## config.mk

```make
export PLATFORM = sky130hd
export DESIGN_NAME = cmd_frame_ctrl
export DESIGN_NICKNAME = d
export VERILOG_FILES = /design/src/rtl/cmd_frame_ctrl.sv
export SDC_FILE = /design/constraint.sdc
export NUM_CORES = 1
export LEC_CHECK = 0
export ABC_AREA = 1
export BUFFER_PORTS_ARGS = -buffer_cell sky130_fd_sc_hd__buf_2
export CAP_MARGIN = 40
export CORE_MARGIN = 2
export CORE_UTILIZATION = 57
export CTS_CLUSTER_SIZE = 20
export DETAILED_ROUTE_END_ITERATION = 10
export GPL_TIMING_DRIVEN = 0
export PLACE_DENSITY = 0.85
export SLEW_MARGIN = 20
export SYNTH_ARGS = -nofsm -noshare
export SYNTH_HDL_FRONTEND = slang
export SYNTH_SLANG_ARGS = --single-unit
```

## constraint.sdc

```tcl
create_clock -name CLK -period 2.5 [get_ports CLK]
set_input_delay 0.25 -clock CLK [delete_from_list [all_inputs] [get_ports CLK]]
set_output_delay 0.25 -clock CLK [all_outputs]
set_load 0.02 [all_outputs]
```

## src/rtl/cmd_frame_ctrl.sv

```systemverilog
// cmd_frame_ctrl: byte-frame command decoder driving RF writes/reads and ALU runs, returning results LSB first to the TX FIFO.
//  Ports: CLK/RST (async, active-low); Sync_Frame/enable_pulse received bytes;
//  Rd_D/Rd_D_Valid, Rd_En/Wr_En/Addr/Wr_D register file; ALU_OUT/OUT_Valid, ALU_En/FUN/Gate_En ALU;
//  FIFO_FULL, WR_INC/WR_DATA TX FIFO push; Frame_Err pulse on bad command, timeout or dropped byte.
module cmd_frame_ctrl #(
  parameter int D_WIDTH     = 8,
  parameter int ADDR_SIZE   = 4,
  parameter int FUN_WIDTH   = 4,
  parameter int TIMEOUT_CYC = 4096
) (
  input  logic                   CLK,
  input  logic                   RST,
  input  logic [D_WIDTH-1:0]     Sync_Frame,
  input  logic                   enable_pulse,
  input  logic [D_WIDTH-1:0]     Rd_D,
  input  logic                   Rd_D_Valid,
  output logic                   Rd_En,
  output logic                   Wr_En,
  output logic [ADDR_SIZE-1:0]   Addr,
  output logic [D_WIDTH-1:0]     Wr_D,
  input  logic [2*D_WIDTH-1:0]   ALU_OUT,
  input  logic                   OUT_Valid,
  output logic                   ALU_En,
  output logic [FUN_WIDTH-1:0]   FUN,
  output logic                   Gate_En,
  input  logic                   FIFO_FULL,
  output logic                   WR_INC,
  output logic [D_WIDTH-1:0]     WR_DATA,
  output logic                   Frame_Err
);
  localparam int TW = $clog2(TIMEOUT_CYC + 1);
  localparam logic [D_WIDTH-1:0] C_WR = D_WIDTH'(8'hAA);
  localparam logic [D_WIDTH-1:0] C_RD = D_WIDTH'(8'hBB);
  localparam logic [D_WIDTH-1:0] C_AB = D_WIDTH'(8'hCC);
  localparam logic [D_WIDTH-1:0] C_AF = D_WIDTH'(8'hDD);
  localparam logic [D_WIDTH-1:0] C_BW = D_WIDTH'(8'hEE);
  localparam logic [D_WIDTH-1:0] C_BR = D_WIDTH'(8'hEF);

  typedef enum logic [3:0] {
    IDLE, GET_ADDR, GET_CNT, GET_DATA, RD_REQ, RD_WAIT, GET_A, GET_B,
    GET_FUN, ALU_RUN, ALU_WAIT, PUSH_LO, PUSH_HI
  } state_t;

  state_t                 state, state_nx;
  logic [D_WIDTH-1:0]     cmd, cmd_nx, cnt, cnt_nx, wr_d_nx;
  logic [ADDR_SIZE-1:0]   addr_nx;
  logic [FUN_WIDTH-1:0]   fun_nx;
  logic [2*D_WIDTH-1:0]   res, res_nx;
  logic [TW-1:0]          tmr, tmr_nx;
  logic                   wr_en_nx, err_nx, byte_wait, counting, burst, timed_out;

  always_ff @(posedge CLK or negedge RST) begin
    if (!RST) begin
      state     <= IDLE;
      cmd       <= '0;
      cnt       <= '0;
      Addr      <= '0;
      Wr_D      <= '0;
      Wr_En     <= 1'b0;
      FUN       <= '0;
      res       <= '0;
      tmr       <= '0;
      ALU_En    <= 1'b0;
      Frame_Err <= 1'b0;
    end else begin
      state     <= state_nx;
      cmd       <= cmd_nx;
      cnt       <= cnt_nx;
      Addr      <= addr_nx;
      Wr_D      <= wr_d_nx;
      Wr_En     <= wr_en_nx;
      FUN       <= fun_nx;
      res       <= res_nx;
      tmr       <= tmr_nx;
      ALU_En    <= state == ALU_RUN;
      Frame_Err <= err_nx;
    end
  end

  always_comb begin
    byte_wait = state inside {GET_ADDR, GET_CNT, GET_DATA, GET_A, GET_B, GET_FUN};
    counting  = byte_wait || state == RD_WAIT || state == ALU_WAIT;
    burst     = cmd == C_BW || cmd == C_BR;
    timed_out = tmr == TW'(TIMEOUT_CYC);
    state_nx  = state;
    cmd_nx    = cmd;
    cnt_nx    = cnt;
    // Burst writes advance the address in the cycle the write strobe is out,
    // so Addr stays valid alongside Wr_En.
    addr_nx   = (Wr_En && burst) ? Addr + ADDR_SIZE'(1) : Addr;
    wr_d_nx   = Wr_D;
    fun_nx    = FUN;
    res_nx    = res;
    wr_en_nx  = 1'b0;
    err_nx    = enable_pulse && !byte_wait && state != IDLE;
    case (state)
      IDLE: if (enable_pulse) begin
        cmd_nx = Sync_Frame;
        if (Sync_Frame inside {C_WR, C_RD, C_BW, C_BR}) state_nx = GET_ADDR;
        else if (Sync_Frame == C_AB) state_nx = GET_A;
        else if (Sync_Frame == C_AF) state_nx = GET_FUN;
        else err_nx = 1'b1;
      end
      GET_ADDR: if (enable_pulse) begin
        addr_nx  = Sync_Frame[ADDR_SIZE-1:0];
        state_nx = cmd == C_WR ? GET_DATA : cmd == C_RD ? RD_REQ : GET_CNT;
      end
      GET_CNT: if (enable_pulse) begin
        cnt_nx   = Sync_Frame;
        state_nx = Sync_Frame == '0 ? IDLE : cmd == C_BW ? GET_DATA : RD_REQ;
      end
      GET_DATA: if (enable_pulse) begin
        wr_en_nx = 1'b1;
        wr_d_nx  = Sync_Frame;
        cnt_nx   = cnt - D_WIDTH'(1);
        state_nx = (cmd == C_WR || cnt == D_WIDTH'(1)) ? IDLE : GET_DATA;
      end
      GET_A: if (enable_pulse) begin
        wr_en_nx = 1'b1;
        wr_d_nx  = Sync_Frame;
        addr_nx  = '0;
        state_nx = GET_B;
      end
      GET_B: if (enable_pulse) begin
        wr_en_nx = 1'b1;
        wr_d_nx  = Sync_Frame;
        addr_nx  = ADDR_SIZE'(1);
        state_nx = GET_FUN;
      end
      GET_FUN: if (enable_pulse) begin
        fun_nx   = Sync_Frame[FUN_WIDTH-1:0];
        state_nx = ALU_RUN;
      end
      RD_REQ: state_nx = RD_WAIT;
      RD_WAIT: if (Rd_D_Valid) begin
        res_nx   = (2*D_WIDTH)'(Rd_D);
        addr_nx  = burst ? Addr + ADDR_SIZE'(1) : Addr;
        state_nx = PUSH_LO;
      end
      ALU_RUN: state_nx = ALU_WAIT;
      ALU_WAIT: if (OUT_Valid) begin
        res_nx   = ALU_OUT;
        state_nx = PUSH_LO;
      end
      PUSH_LO: if (!FIFO_FULL) begin
        cnt_nx   = cmd == C_BR ? cnt - D_WIDTH'(1) : cnt;
        state_nx = (cmd == C_AB || cmd == C_AF) ? PUSH_HI :
                   (cmd == C_BR && cnt != D_WIDTH'(1)) ? RD_REQ : IDLE;
      end
      PUSH_HI: if (!FIFO_FULL) state_nx = IDLE;
      default: state_nx = IDLE;
    endcase
    if (timed_out && ((byte_wait && !enable_pulse) || (state == RD_WAIT && !Rd_D_Valid) ||
                      (state == ALU_WAIT && !OUT_Valid))) begin
      state_nx = IDLE;
      err_nx   = 1'b1;
    end
    tmr_nx = (enable_pulse || state_nx != state) ? '0 : counting ? tmr + TW'(1) : tmr;
  end

  assign Rd_En   = state == RD_REQ;
  assign Gate_En = state == ALU_RUN || state == ALU_WAIT;
  assign WR_INC  = (state == PUSH_LO || state == PUSH_HI) && !FIFO_FULL;
  assign WR_DATA = state == PUSH_HI ? res[2*D_WIDTH-1:D_WIDTH] : res[D_WIDTH-1:0];
endmodule

```

==> results.cfg <==
[critical_path]
cp_slowest_cell = dfrtp_2
cp.required_ps = 2780
cp_max_fo = 10
startpoint = state[2]
arrival_ps = 2570
crit_chain = nor2_1, inv_1, nor2_2, nand2_2, nor2_1, nand3_1, nand2_1, a21oi_1, nor2_1, nand2_1, nor2_1, nand2_2, buf_6, nor2_1
cp-end-kind = flip-flop
max_stage_delay_ps = 470
path_common_cell = nor2_1
r2r_start = state[2]
crit_path_start_kind = flip-flop
path_class = flip-flop to flip-flop

[die]
coreArea_sq_um = 6830
row_count = 30
die_w_um = 88.5
boundaryPins = 68
initial_utilization_pct = 59.5
die_h_um = 88.5
dieArea_sq_um = 7830

[sta]
min_period_over_period_pct = 91.8
maxSlewHeadroom_pct = 66.4
slew_violations = 0
tightest_slew_ps = 498
fin_skew_ps = 17.1
setup_violations = 0
fin_setup_tns_ps = 0
hold_viol_final = 0
rsz0062_at_grt = false
finalCriticalPeriod_ps = 2300
fmax_mhz = 436

[cells_and_area]
layout-drive-gt1-share_pct = 15.7
layout_common_cells = nand2_1, inv_1, nor2_1
multi_input_area_sq_um = 1990
final_nets = 718
final_util_pct = 70.6
layout_commonest_cell = nand2_1
antenna_cells = 0
seqCellArea_sq_um = 1710
syn_to_final_growth_pct = 18.5
fillers = 595

[placed_design]
hpwl_mm = 8.07
gp_congestion = 1.00
port_buffers = 67

[logic_synthesis]
yosysWarnings = 0
syn-instance-count = 594
ys_ff_latch = 68
synthTopCellsByArea = dfrtp_1, nand2_1, o21ai_0, inv_1, nor2_1
netlist_area_sq_um = 4070
yosysSeqAreaShare_pct = 41.8
synth_nets = 637
ys_types = 31
synth_area_leader_cell = dfrtp_1
avgSynthCellArea_sq_um = 6.85
netlist.area_leader.share_pct = 41.8

[pwr]
peakVddDrop_mv = 0.633
leakagePower_nw = 2.54
p_per_area_nw_per_um2 = 1150

[global_route]
met1_usage_pct = 41.2
grt_pass1_vias = 3743
grt_util_met3_pct = 5.60
antenna_found_initial = 0
gr-usage-met2_pct = 45.4
grt_first_pass_wirelength_mm = 17.5
gr-total-overflow = 0
grt_max_degree = 44
busiest_layer = met2
grt_use_total_pct = 29.0

[routing]
viasPerCell = 5.36
wl_mm = 10.7
firstDrtPassIters = 5
route.detailed.drc = 0
vias = 4162
route.antenna.remaining_nets = 0
drtIter0Drc = 254
wl_per_cell_um = 13.7

[cts]
clk_pin_slew_worst_paths_ps = 80
clock_latency_ps = 350
cts_post_setup_buffers_inserted = 0
htree_levels = 3
cts_buffer_depth = 2
cts_tree = built
clock-root-buffer = clkbuf_8
clock-sinks = 68
cts_buffers = 9

[hold_path]
hold_class = primary input to flip-flop
hold_start = ALU_OUT[10]

[outcome]
status = finished clean

[job]
maxCapViolCount = 0
==> metrics by stage <==
stage	total power [mW]	instances	hold slack, ps	area [sq um]	setup WS (ps)
after CTS	5.55	776	139	4810	207
after detailed placement	4.41	759	181	4550	219
after global routing	6.04	776	151	4820	1.71
final	5.56	776	130	4820	205
after global placement	4.32	757	461	4520	151
after floorplan	3.62	594	-45.6	4070	591
==> cells by family (layout without fill, tap and decap cells) <==
family	count (synthesis)	after routing	share of synthesized area, %
DFF	68	68	41.8
AOI/OAI and AO/OA	96	96	12.8
xor gates and xnor gates	12	12	2.58
buffers and inverters	97	183	9.41
and+or+nand+nor	316	316	31.9
adders and majority gates	5	5	1.54
==> report_power, final <==
group | leakage [nW] | internal (mW) | total (mW) | switching, mW
Combinational | 1.55 | 0.838 | 2.61 | 1.77
Clock | 0.122 | 0.690 | 1.13 | 0.437
Sequential | 0.868 | 1.53 | 1.82 | 0.294
Total | 2.54 | 3.06 | 5.56 | 2.51
==> final cells by class <==
cell class | count | share of cell area, %
Tap cell | 96 | 2.49
Clock inverter | 6 | 2.31
Multi-Input combinational cell | 429 | 41.2
Clock buffer | 10 | 2.85
Sequential cell | 68 | 35.4
Timing Repair Buffer | 70 | 7.73
Buffer | 13 | 1.35
Inverter | 84 | 6.64
==> registers in the layout, summed over array words and instances, names as in the netlist <==
register   count
ALU_En         1
res           16
tmr           13
cnt            8
Wr_En          1
state          4
FUN            4
Addr           4
cmd            8
Frame_Err      1
Wr_D           8
==> Yosys cell counts, drive strengths merged <==
library cell,count
nor3,9
nand2,174
xor2,10
o311ai,1
a21oi,14
o31ai,1
a22oi,1
a31oi,9
xnor2,2
a2111oi,1
o22ai,5
nand4,5
nand3,42
buf,4
nor2,84
ha,5
nor2b,1
nand3b,1
inv,84
o21ai,62
clkbuf,9
o211ai,2
dfrtp,68
==> worst max-delay path: cells and delay by family (launching register included) <==
kind	cells	cell delay, ps
compound gates	1	90
simple gates	11	1400
buf+inv	2	260
flops	1	470
==> layer usage <==
metal	part of all wire (%)	vias up
li1	-	2053
met1	46	1922
met2	46	158
met3	5.8	29
met4	2.4	0
met5	0	-
==> repair_timing <==
action,CTS,global route
endpoints found under the setup margin,0,10
resized for setup,0,6
hold buffers,1,0
hold endpoints to repair,25,0
==> worst paths after layout <==
| kind | to | slack, ps | cells past startpoint |
|---|---|---|---|
| max in group asynchronous | state[2] | 1600 | 3 |
| hold / removal | res[10] | 130 | 3 |
| setup / recovery | tmr[4] | 200 | 14 |
| hold reg to reg | Wr_D[6] | 490 | 2 |
| min in group asynchronous | Wr_D[0] | 340 | 2 |
| setup reg to reg | tmr[4] | 200 | 14 |
No activity file was read; power rests on OpenSTA's default activity.
